`config.mk`:
```
export PLATFORM = sky130hd
export DESIGN_NAME = ann_load_sequencer
export DESIGN_NICKNAME = d
export VERILOG_FILES = /design/src/rtl/ann_ctrl_pkg.sv /design/src/rtl/ann_wait_timer.sv /design/src/rtl/ann_load_sequencer.sv
export SDC_FILE = /design/constraint.sdc
export NUM_CORES = 1
export LEC_CHECK = 0
export CORE_MARGIN = 3
export CORE_UTILIZATION = 45
export CTS_BUF_LIST = sky130_fd_sc_hd__clkbuf_4 sky130_fd_sc_hd__clkbuf_8
export DETAILED_ROUTE_END_ITERATION = 10
export GPL_TIMING_DRIVEN = 0
export PLACE_DENSITY = 0.82
export SLEW_MARGIN = 0
export SYNTH_ARGS = -nofsm -noshare
export SYNTH_HDL_FRONTEND = slang
export SYNTH_SLANG_ARGS = --single-unit
```
`constraint.sdc`:
```
create_clock -name clk -period 4 [get_ports clk]
set_input_delay 0.6 -clock clk [delete_from_list [all_inputs] [get_ports clk]]
set_output_delay 0.6 -clock clk [all_outputs]
set_load 0.01 [all_outputs]
```
`src/rtl/ann_ctrl_pkg.sv`:
```
`default_nettype none
// ============================================================================
// Module   : ann_ctrl_pkg
// Brief    : Shared state encoding and constants for the ANN load sequencer.
// Revision : 1.0
// ============================================================================
package ann_ctrl_pkg;

    localparam int DEFAULT_TIMEOUT = 1023;
    localparam int COEF_SEL_IMAGE  = 0;
    localparam int ADDR_W          = 10;

    typedef enum logic [2:0] {
        ST_IDLE      = 3'd0,
        ST_REQ       = 3'd1,
        ST_WAIT_ACK  = 3'd2,
        ST_WAIT_XFER = 3'd3,
        ST_LOADED    = 3'd4,
        ST_RUN       = 3'd5,
        ST_DONE      = 3'd6,
        ST_ERR       = 3'd7
    } ann_seq_state_t;

    // States that share the wait timer.
    function automatic logic is_wait_state(input ann_seq_state_t s);
        return (s == ST_WAIT_ACK) || (s == ST_WAIT_XFER) || (s == ST_RUN);
    endfunction

    // States in which a new start request is honoured.
    function automatic logic accepts_start(input ann_seq_state_t s);
        return (s == ST_IDLE) || (s == ST_DONE) || (s == ST_ERR);
    endfunction

endpackage
`default_nettype wire

```
`src/rtl/ann_wait_timer.sv`:
```
`default_nettype none
// ============================================================================
// Module   : ann_wait_timer
// Brief    : Saturating wait-cycle counter; expired once TIMEOUT is reached.
// Revision : 1.0
// ============================================================================
module ann_wait_timer
    import ann_ctrl_pkg::*;
#(
    parameter int TIMEOUT = DEFAULT_TIMEOUT
)(
    input  logic clk,
    input  logic n_reset,
    input  logic clear,
    input  logic enable,
    output logic expired
);

    localparam int               CNT_W = $clog2(TIMEOUT + 1);
    localparam logic [CNT_W-1:0] LIMIT = CNT_W'(TIMEOUT);

    logic [CNT_W-1:0] r_count;

    always_ff @(posedge clk or negedge n_reset) begin
        if (!n_reset) begin
            r_count <= '0;
        end else if (clear) begin
            r_count <= '0;
        end else if (enable && (r_count != LIMIT)) begin
            r_count <= r_count + CNT_W'(1);
        end
    end

    assign expired = (r_count == LIMIT);

endmodule
`default_nettype wire

```
`src/rtl/ann_load_sequencer.sv`:
```
`default_nettype none
// ============================================================================
// Module   : ann_load_sequencer
// Brief    : Fetches every coefficient block over the bus, then starts the ANN
//            core and reports done or timeout.
// Revision : 1.0
// ============================================================================
module ann_load_sequencer
    import ann_ctrl_pkg::*;
#(
    parameter  int NUM_SEL = 4,
    parameter  int TIMEOUT = DEFAULT_TIMEOUT,
    localparam int SEL_W   = (NUM_SEL > 1) ? $clog2(NUM_SEL) : 1
)(
    input  logic              clk,
    input  logic              n_reset,
    input  logic              start_detecting,
    input  logic [ADDR_W-1:0] image_address,
    input  logic              bus_busy,
    input  logic              ann_done,
    output logic              request_coef,
    output logic [SEL_W-1:0]  coef_select,
    output logic [ADDR_W-1:0] bus_address,
    output logic              image_weights_loaded,
    output logic              ann_start,
    output logic              busy,
    output logic              done_processing,
    output logic              timeout_err
);

    localparam logic [SEL_W-1:0] LAST_SEL  = SEL_W'(NUM_SEL - 1);
    localparam logic [SEL_W-1:0] FIRST_SEL = SEL_W'(COEF_SEL_IMAGE);

    ann_seq_state_t    r_state;
    ann_seq_state_t    w_next_state;
    logic [SEL_W-1:0]  w_next_sel;
    logic [ADDR_W-1:0] w_next_addr;
    logic              w_timer_clear;
    logic              w_timer_en;
    logic              w_expired;

    // Any state change restarts the count, so each wait state starts from 0.
    assign w_timer_clear = (w_next_state != r_state);
    assign w_timer_en    = is_wait_state(r_state);

    ann_wait_timer #(
        .TIMEOUT (TIMEOUT)
    ) u_wait_timer (
        .clk     (clk),
        .n_reset (n_reset),
        .clear   (w_timer_clear),
        .enable  (w_timer_en),
        .expired (w_expired)
    );

    always_comb begin
        w_next_state = r_state;
        w_next_sel   = coef_select;
        w_next_addr  = bus_address;
        unique case (r_state)
            ST_IDLE, ST_DONE, ST_ERR: begin
                if (start_detecting) begin
                    w_next_state = ST_REQ;
                    w_next_sel   = FIRST_SEL;
                    w_next_addr  = image_address;
                end
            end
            ST_REQ: begin
                w_next_state = ST_WAIT_ACK;
            end
            // The awaited event is tested before expiry so it wins a tie.
            ST_WAIT_ACK: begin
                if (bus_busy) begin
                    w_next_state = ST_WAIT_XFER;
                end else if (w_expired) begin
                    w_next_state = ST_ERR;
                end
            end
            ST_WAIT_XFER: begin
                if (!bus_busy) begin
                    if (coef_select == LAST_SEL) begin
                        w_next_state = ST_LOADED;
                    end else begin
                        w_next_state = ST_REQ;
                        w_next_sel   = coef_select + SEL_W'(1);
                    end
                end else if (w_expired) begin
                    w_next_state = ST_ERR;
                end
            end
            ST_LOADED: begin
                w_next_state = ST_RUN;
            end
            ST_RUN: begin
                if (ann_done) begin
                    w_next_state = ST_DONE;
                end else if (w_expired) begin
                    w_next_state = ST_ERR;
                end
            end
            default: begin
                w_next_state = ST_IDLE;
            end
        endcase
    end

    // Outputs are registered from the next state so they line up with it.
    always_ff @(posedge clk or negedge n_reset) begin
        if (!n_reset) begin
            r_state              <= ST_IDLE;
            request_coef         <= 1'b0;
            coef_select          <= '0;
            bus_address          <= '0;
            image_weights_loaded <= 1'b0;
            ann_start            <= 1'b0;
            busy                 <= 1'b0;
            done_processing      <= 1'b0;
            timeout_err          <= 1'b0;
        end else begin
            r_state              <= w_next_state;
            request_coef         <= (w_next_state == ST_REQ);
            coef_select          <= w_next_sel;
            bus_address          <= w_next_addr;
            image_weights_loaded <= (w_next_state == ST_LOADED);
            ann_start            <= (w_next_state == ST_LOADED);
            busy                 <= !accepts_start(w_next_state);
            done_processing      <= (w_next_state == ST_DONE);
            timeout_err          <= (w_next_state == ST_ERR);
        end
    end

endmodule
`default_nettype wire

```
==> results.json <==
{
  "powerDensity_nw_per_um2": 585,
  "setup_viol": 0,
  "rows": 20,
  "htree_levels": 2,
  "seq_area_um2": 751,
  "path_max_fanout": 10,
  "avgViaCountPerCell": 5.31,
  "yosys_warnings": 0,
  "cts_hold_buffers": 0,
  "drt_wl_total_um": 3230,
  "synth.ff_latch_count": 30,
  "io_buffers": 32,
  "fp.dieH_um": 64,
  "synthesis.area_um2": 1510,
  "dr.pass1.iters": 4,
  "grt_pass1_vias": 1388,
  "cpMostUsedCell": "nor2_1",
  "drtIter0Drc": 46,
  "fin_tns_setup_ps": 0,
  "hold_viol": 0,
  "grt_usage": 0.183,
  "fin_crit_sh": 0.495,
  "crit_type": "primary input to register",
  "grt_max_degree": 31,
  "stdcell_count": 240,
  "place.gp.congestion": 0.852,
  "cts.clk_slew.worst_paths_ps": 90,
  "mostFrequentLayoutCell": "nand2_1",
  "netlist_instances": 157,
  "yosysTopAreaCell": "dfrtp_1",
  "crit_arrival_ps": 2170,
  "worstMarginPinSlew_ps": 655,
  "fin_skew_ps": 6.02,
  "cts_tree": "yes",
  "diodes": 0,
  "relSlewSlack": 0.564,
  "p_leak_nw": 0.887,
  "critPathMaxStageDelay_ps": 470,
  "period_minus_slack_ps": 1980,
  "synth.top_cell.area_share": 0.496,
  "ant_nets": 0,
  "wire_per_inst_um": 13.5,
  "cts-buffers-inserted": 5,
  "cp_data_required_time_ps": 4190,
  "outcome": "finished clean",
  "crit_chain": "clkdlybuf4s50_1 -> nor2_1 -> nand4_1 -> a211o_2 -> o2111ai_2 -> nor2_1",
  "slew_violations": 0,
  "antenna_found_initial": 0,
  "final_cell_mix": "36 x nand2_1, 31 x clkdlybuf4s50_1, 30 x dfrtp_1, 16 x nor2_1, 7 x clkbuf_4",
  "core_um2": 3130,
  "drive_gt1_frac": 0.128,
  "cp-start-kind": "primary input",
  "start_util": 0.484,
  "timing.max_cap.violations": 0,
  "dieWidth_um": 64,
  "fmax_ghz": 0.505,
  "syn_avg_cell_area_um2": 9.64,
  "clockBufferDepth": 2,
  "post_cts_buffers": 0,
  "grt_pass1_wl_um": 5890,
  "multi_input_area_um2": 698,
  "synth_nets": 174,
  "clock_latency_ps": 330,
  "fin_total_pwr_mw": 1.13,
  "ys_types": 39,
  "final_nets": 213,
  "dp_cells": 233,
  "vias": 1274,
  "nFillCells": 271,
  "yosys-top-cells-area": "dfrtp_1 50%, nand2_1 8.9%, nor2_1 4.0%, xor2_1 3.5%, xnor2_1 2.3%",
  "yosysSeqAreaShare": 0.496,
  "die-area_um2": 4100,
  "grt_overflow": 0,
  "rsz0062_at_grt": "false",
  "ir_worst_vdd_v": 0.000333,
  "cp_slowest_cell": "clkdlybuf4s50_1",
  "cts_root_buffer": "clkbuf_4",
  "critPathCaptureType": "register",
  "setup_slack_ps": 2020,
  "hpwl_um": 2430,
  "fin_util": 0.619,
  "io_pins": 33,
  "clkSinkCount": 30,
  "place_ws_ps": 1680,
  "holdCritPathClass": "primary input to asynchronous set/reset pin",
  "syn2layout_area_growth_pct": 27.9,
  "drc": 0,
  "cts_resized": 0
}
cells by family after synthesis:
| family | synth area share |
|---|---|
| and+or+nand+nor | 0.245 |
| DFF | 0.496 |
| AOI/OAI and AO/OA | 0.121 |
| buffers and inverters | 0.0430 |
| xor gates and xnor gates | 0.0578 |
| muxes | 0.0207 |
| adders and majority gates | 0.0165 |
cell type report:
cell class,instances,area share
timing repair buffer,32,0.163
clock buffer,7,0.0271
sequential,30,0.388
inverter,6,0.0116
multi-input combinational,114,0.360
buffer,7,0.0220
tap,44,0.0284
worst max-delay path, delay by kind of cell:
| kind | cells | cell delay [ps] |
|---|---|---|
| buffers and inverters | 1 | 470 |
| AND/OR/NAND/NOR | 3 | 510 |
| AO/OA/AOI/OAI | 2 | 590 |
cells in the mapped netlist:
cell type / n
or3b_1: 1
nor2b_1: 1
ha_1: 2
a211o_2: 1
and2b_1: 1
a221o_1: 1
and4_4: 1
buf_4: 3
nand3b_2: 1
nand2b_1: 1
a31oi_1: 1
nand4_1: 4
and2_0: 1
a22oi_1: 2
mux2_2: 1
and2_2: 1
dfrtp_1: 30
and3_1: 2
o21ai_2: 1
xor2_1: 6
a32oi_4: 1
a211oi_1: 2
buf_2: 4
o211ai_1: 1
nand3_1: 4
o21ai_0: 4
inv_1: 6
nand3_4: 1
a21oi_1: 6
and4_1: 1
nand2_1: 36
o22a_1: 1
mux2i_1: 2
nor3_1: 3
xnor2_1: 4
a32oi_1: 1
nor3b_2: 1
nor2_1: 16
o2111ai_2: 1
path summary, 6_finish.rpt:
kind	startpoint	to	slack [ps]	depth (start not counted)
min in group clk	bus_address[9]	bus_address[9]	480	2
hold / removal	n_reset	u_wait_timer.r_count[9]	290	1
setup / recovery	bus_busy	u_wait_timer.r_count[5]	2020	6
max in group asynchronous	n_reset	r_state[2]	3280	1
setup reg to reg	u_wait_timer.r_count[0]	timeout_err	2110	8
hold reg to reg	bus_address[9]	bus_address[9]	480	2
per-layer routing:
metal,track usage,part of all wire,up-vias
met5,0,0,-
li1,-,-,610
met4,0.0620,0.014,0
met2,0.316,0.49,47
met1,0.196,0.40,611
met3,0.0861,0.094,6
where the power goes:
part           leakage (nW)  switching (mW)  total, mW  internal, mW
Clock                0.0322          0.0937      0.173        0.0796
Sequential            0.391          0.0557      0.442         0.387
Combinational         0.463           0.275      0.517         0.242
Total                 0.887           0.424       1.13         0.708
state kept, by name (all words and copies together), names as in the netlist:
name,cells
ann_start,1
bus_address,10
u_wait_timer.r_count,10
r_state,3
busy,1
request_coef,1
timeout_err,1
coef_select,2
done_processing,1
metrics by stage:
stage / area (um^2) / hold slack, ps
6_report: 1940 / 294
5_1_grt: 1940 / 327
4_1_cts: 1940 / 484
3_5_place_dp: 1890 / 466
3_3_place_gp: 1890 / 460
2_1_floorplan: 1510 / 304
Power figures use the tool's default switching activity.
